### src/rtl/maze_dfs_sequencer.sv
// Depth-first maze carve sequencer: drives an external carver one cell at a time, backtracking through a LIFO stack.
// Optional build macro MAZE_SEQ_TIMEOUT_EN adds a sticky timeout output and a WAIT watchdog counter.
module maze_dfs_sequencer #(
    parameter int MAZE_W      = 128,
    parameter int MAZE_H      = 64,
    parameter int STACK_DEPTH = 256,
    parameter int START_X     = 0,
    parameter int START_Y     = 0
) (
    input  logic       clk,
    input  logic       reset,
    input  logic       start,
    output logic       step_req,
    output logic [6:0] cur_x,
    output logic [5:0] cur_y,
    input  logic       step_ack,
    input  logic       step_moved,
    input  logic [6:0] new_x,
    input  logic [5:0] new_y,
    output logic [8:0] depth,
    output logic       busy,
    output logic       finish,
    output logic       overflow
`ifdef MAZE_SEQ_TIMEOUT_EN
    ,
    output logic       timeout
`endif
);

    localparam int AW = (STACK_DEPTH > 1) ? $clog2(STACK_DEPTH) : 1;

    // Coordinate ports are fixed at 7/6 bits and depth at 9 bits, so geometry is bounded.
    if (MAZE_W < 1 || MAZE_W > 128 || MAZE_H < 1 || MAZE_H > 64 ||
        STACK_DEPTH < 2 || STACK_DEPTH > 256 ||
        (STACK_DEPTH & (STACK_DEPTH - 1)) != 0) begin : g_bad_params
        $error("maze_dfs_sequencer: unsupported geometry or stack depth");
    end

    typedef enum logic [2:0] {IDLE, ISSUE, WAIT, POP, DONE, ERR} state_t;

    state_t      state, state_next;
    logic [12:0] stack_mem [STACK_DEPTH];
    logic [AW-1:0] top_addr;
    logic        do_start, do_push, do_pop, set_ovf;

`ifdef MAZE_SEQ_TIMEOUT_EN
    logic [15:0] wait_cnt;
    logic        set_timeout;
`endif

    assign top_addr = depth[AW-1:0] - AW'(1);

    always_comb begin
        state_next = state;
        step_req   = 1'b0;
        busy       = 1'b0;
        finish     = 1'b0;
        do_start   = 1'b0;
        do_push    = 1'b0;
        do_pop     = 1'b0;
        set_ovf    = 1'b0;
`ifdef MAZE_SEQ_TIMEOUT_EN
        set_timeout = 1'b0;
`endif
        case (state)
            IDLE, DONE: begin
                finish = (state == DONE);
                if (start) begin
                    do_start   = 1'b1;
                    state_next = ISSUE;
                end
            end
            ISSUE: begin
                step_req   = 1'b1;
                busy       = 1'b1;
                state_next = WAIT;
            end
            WAIT: begin
                busy = 1'b1;
                if (step_ack) begin
                    if (step_moved) begin
                        if (depth == 9'(STACK_DEPTH)) begin
                            set_ovf    = 1'b1;
                            state_next = ERR;
                        end else begin
                            do_push    = 1'b1;
                            state_next = ISSUE;
                        end
                    end else if (depth == '0) begin
                        state_next = DONE;
                    end else begin
                        state_next = POP;
                    end
                end
`ifdef MAZE_SEQ_TIMEOUT_EN
                // Counter holds N-1 during the Nth silent WAIT cycle.
                else if (wait_cnt == 16'hFFFE) begin
                    set_timeout = 1'b1;
                    state_next  = ERR;
                end
`endif
            end
            POP: begin
                busy       = 1'b1;
                do_pop     = 1'b1;
                state_next = ISSUE;
            end
            ERR: state_next = ERR;
            default: state_next = IDLE;
        endcase
    end

    always_ff @(posedge clk) begin
        if (reset) begin
            state    <= IDLE;
            cur_x    <= 7'(START_X);
            cur_y    <= 6'(START_Y);
            depth    <= '0;
            overflow <= 1'b0;
        end else begin
            state <= state_next;
            if (do_start) begin
                cur_x <= 7'(START_X);
                cur_y <= 6'(START_Y);
                depth <= '0;
            end
            if (do_push) begin
                cur_x <= new_x;
                cur_y <= new_y;
                depth <= depth + 9'd1;
            end
            if (do_pop) begin
                {cur_x, cur_y} <= stack_mem[top_addr];
                depth          <= depth - 9'd1;
            end
            if (set_ovf) overflow <= 1'b1;
        end
    end

    // Stack RAM: no reset, contents are don't-care after reset.
    always_ff @(posedge clk) begin
        if (!reset && do_push) stack_mem[depth[AW-1:0]] <= {cur_x, cur_y};
    end

`ifdef MAZE_SEQ_TIMEOUT_EN
    always_ff @(posedge clk) begin
        if (reset) begin
            wait_cnt <= '0;
            timeout  <= 1'b0;
        end else begin
            if (state == ISSUE) wait_cnt <= '0;
            else if (state == WAIT && !step_ack) wait_cnt <= wait_cnt + 16'd1;
            if (set_timeout) timeout <= 1'b1;
        end
    end
`endif

endmodule
### config.mk
export PLATFORM = sky130hd
export DESIGN_NAME = maze_dfs_sequencer
export DESIGN_NICKNAME = d
export VERILOG_FILES = /design/src/rtl/maze_dfs_sequencer.sv
export SDC_FILE = /design/constraint.sdc
export NUM_CORES = 2
export LEC_CHECK = 0
export BUFFER_PORTS_ARGS = -buffer_cell sky130_fd_sc_hd__buf_2
export CAP_MARGIN = 20
export CELL_PAD_IN_SITES_DETAIL_PLACEMENT = 0
export CELL_PAD_IN_SITES_GLOBAL_PLACEMENT = 1
export CORE_ASPECT_RATIO = 1.1
export CORE_UTILIZATION = 30
export CTS_CLUSTER_SIZE = 25
export DETAILED_ROUTE_END_ITERATION = 10
export PLACE_DENSITY_LB_ADDON = 0.2
export SETUP_SLACK_MARGIN = 0.3
export SYNTH_ARGS = -nofsm -noshare
export SYNTH_HDL_FRONTEND = slang
export SYNTH_SLANG_ARGS = --single-unit
### constraint.sdc
create_clock -name clk -period 6.2 [get_ports clk]
set_input_delay 0.62 -clock clk [delete_from_list [all_inputs] [get_ports clk]]
set_output_delay 0.62 -clock clk [all_outputs]
set_load 0.01 [all_outputs]
==> impl_metrics.json <==
{
  "max-cap-violations": 0,
  "r2r_slack_ns": 1.27,
  "wl_per_cell_um": 31.0,
  "whs_path_depth": 3,
  "port_buffers": 43,
  "grt_pass1_wl_um": 529000,
  "cp_cell_sequence": "inv_1 > ha_4 > buf_12 > buf_12 > buf_12 > mux4_2 > mux4_2 > a22oi_1 > o31ai_1 > o31ai_1 > a31oi_1",
  "synth_xor_area_share_pct": 0.0542,
  "synthAdderAreaFrac_pct": 0.0484,
  "worstSetupStartpointType": "flop",
  "finalHoldViolCount": 0,
  "final_net_count": 6232,
  "grt_max_degree": 171,
  "post-route-min-period_ns": 4.93,
  "clock_path_buffers": 4,
  "setup-tns-final_ns": 0,
  "rsz0062_at_grt": "no",
  "cts_resized": 0,
  "postRouteAntennaNets": 0,
  "routabilityCongestion": 0.809,
  "initial_utilization_pct": 30.2,
  "post-route-period-util_pct": 79.5,
  "synth_compound_area_share_pct": 1.64,
  "synth_edf_count": 3328,
  "final_cell_mix": "edfxtp_1, mux4_2, buf_4",
  "synthMuxAreaShare_pct": 17.2,
  "track_usage_pct": 17.3,
  "worstPathRequired_ns": 7.00,
  "power_density_mw_per_mm2": 374,
  "cts_tree": "yes",
  "detailed_place_hpwl_um": 227000,
  "post_cts_buffers": 0,
  "ys_ff_latch": 3354,
  "syn_avg_cell_area_um2": 22.7,
  "synthSimpleGateAreaFrac_pct": 2.22,
  "rows": 252,
  "final_common_cell": "edfxtp_1",
  "fin_skew_ns": 0.0539,
  "clock-sinks": 3354,
  "rr_endpoint": "cur_x[0]",
  "ys_seq_area_share_pct": 77.7,
  "route.detailed.drc": 0,
  "place_inst": 11600,
  "grt_antenna_before_repair": 17,
  "die_area_mm2": 0.433,
  "gr-total-overflow": 0,
  "ios": 44,
  "cts_max_level": 5,
  "max_freq_mhz": 203,
  "syn_nets": 5717,
  "total_power_w": 0.0565,
  "path_class": "flop to flop",
  "synth_warnings": 0,
  "critical_path_peak_fanout": 43,
  "clkTransAtPathRegs_ns": 0.07,
  "die_w_um": 628,
  "syn2layout_area_growth_pct": 16.8,
  "synth_top_family_by_area": "multiplexers",
  "worstHoldStart": "new_y[4]",
  "reg2reg_depth": 11,
  "crit_arrival_ns": 5.73,
  "dr_total_vias": 61900,
  "slowest_stage": "ha_4",
  "worst_pin_slew_ns": 1.39,
  "setup_viol": 0,
  "synth-async-reset-ratio_pct": 0,
  "cp_top_family": "compound AO/OA/AOI/OAI gates",
  "instances_no_fill": 12200,
  "cellLeakagePower_nw": 46.3,
  "ir_drop_mv": 0.228,
  "r2r-start": "depth[1]",
  "hold_end": "cur_y[4]",
  "cts_buffers": 358,
  "synth.distinct_cells": 52,
  "endpoint_kind": "flop",
  "slew_headroom_pct": 7.32,
  "drt-initial-drc-count": 6052,
  "synth_flop_cell": "edfxtp_1",
  "status": "complete, no violations",
  "cp_common_cell": "buf_12",
  "syn_inst": 5694,
  "grt_pass1_vias": 64300,
  "final_max_slew_viol_count": 0,
  "hp-class": "input pin to flop",
  "drive_gt1_share_pct": 31.0,
  "max_stage_delay_ns": 0.72,
  "core_mm2": 0.428,
  "synth_area_mm2": 0.129,
  "clk_latency_ns": 0.95,
  "wl_um": 379000,
  "cp_num_buf_inv": 4,
  "vias_per_cell": 5.06,
  "die_h_um": 690,
  "firstDrtPassIters": 5,
  "cts-root-buf": "clkbuf_16"
}
[worst register-to-register path, cell delays in order, from the launching register on]
cell and delay, ns:
dfxtp_1 0.64, inv_1 0.22, ha_4 0.72, buf_12 0.29
buf_12 0.31, buf_12 0.37, mux4_2 0.37, mux4_2 0.50
a22oi_1 0.40, o31ai_1 0.30, o31ai_1 0.53, a31oi_1 0.14
[cell type report]
class / count / area (um2)
diodes: 13 / 32.5
clock buffers: 427 / 9430
clock inverters: 231 / 2120
fillers: 39500 / 278000
inverters: 5 / 18.8
multi-input cells: 2002 / 27600
flip-flops and latches: 3354 / 101000
well taps: 5715 / 7150
repair buffers: 488 / 4040
[power breakdown]
group | switching, W | internal [W] | total [W] | leakage (nW)
Clock | 0.00894 | 0.0123 | 0.0213 | 5.69
Sequential | 0.000360 | 0.0262 | 0.0266 | 30.8
Combinational | 0.00573 | 0.00294 | 0.00867 | 9.86
[flip-flops by register name (all words and copies together) (netlist names)]
signal     count
cur_x          7
overflow       1
cur_y          6
stack_mem   3328
depth          9
state          3
[metal layers]
metal,vias up,part of all wire (%),global-route usage (%)
met5,-,0.078,0
met4,4,2.6,4.26
met3,450,5.5,2.96
met2,1758,49,28.9
met1,34400,42,23.5
li1,25300,-,-
[cell usage after synthesis, types with 26 or more instances]
master	n	area [um2]
nand2_1	157	589
clkbuf_1	233	875
edfxtp_1	3328	99900
nor2_1	352	1320
a21oi_1	56	280
buf_1	35	131
a221oi_1	37	324
a22oi_1	50	375
and2_1	37	231
o22ai_1	29	181
dfxtp_1	26	521
nand3_1	88	440
mux2i_1	58	581
mux4_2	964	21700
buf_2	63	315
[how the worst max path moves through the flow]
stage,start,to,slack (ns),cells after the start
after floorplan,depth[0],stack_mem[117][0],1.61,16
after global placement,depth[0],cur_y[0],1.23,10
after detailed placement,depth[1],cur_x[1],1.31,11
after CTS,depth[1],cur_x[1],1.29,11
after global routing,depth[0],cur_y[0],1.19,8
final,depth[1],cur_x[0],1.27,11
[stage by stage]
stage | hold WS, ns | cell area, um2 | setup WS, ns | util (%)
floorplan | 0.503 | 129000 | 1.61 | -
global placement | 0.544 | 139000 | 1.23 | 32.5
detailed placement | 0.567 | 139000 | 1.31 | 32.5
CTS | 0.0640 | 151000 | 1.29 | 35.2
global route | 0.105 | 151000 | 1.19 | 35.2
finish | 0.155 | 151000 | 1.27 | 35.2
[cell families after synthesis]
logic type,count (synthesis)
AND/OR/NAND/NOR,676
AO/OA/AOI/OAI,291
buffers and inverters,338
flip-flops,3354
adder cells (fa/ha/maj),5
XOR/XNOR,8
multiplexers,1022
[what timing repair did]
action	4_1_cts	5_1_grt
hold endpoints to repair	1	0
hold buffers	1	0
endpoints found under the setup margin	0	0
Power figures use the tool's default switching activity.
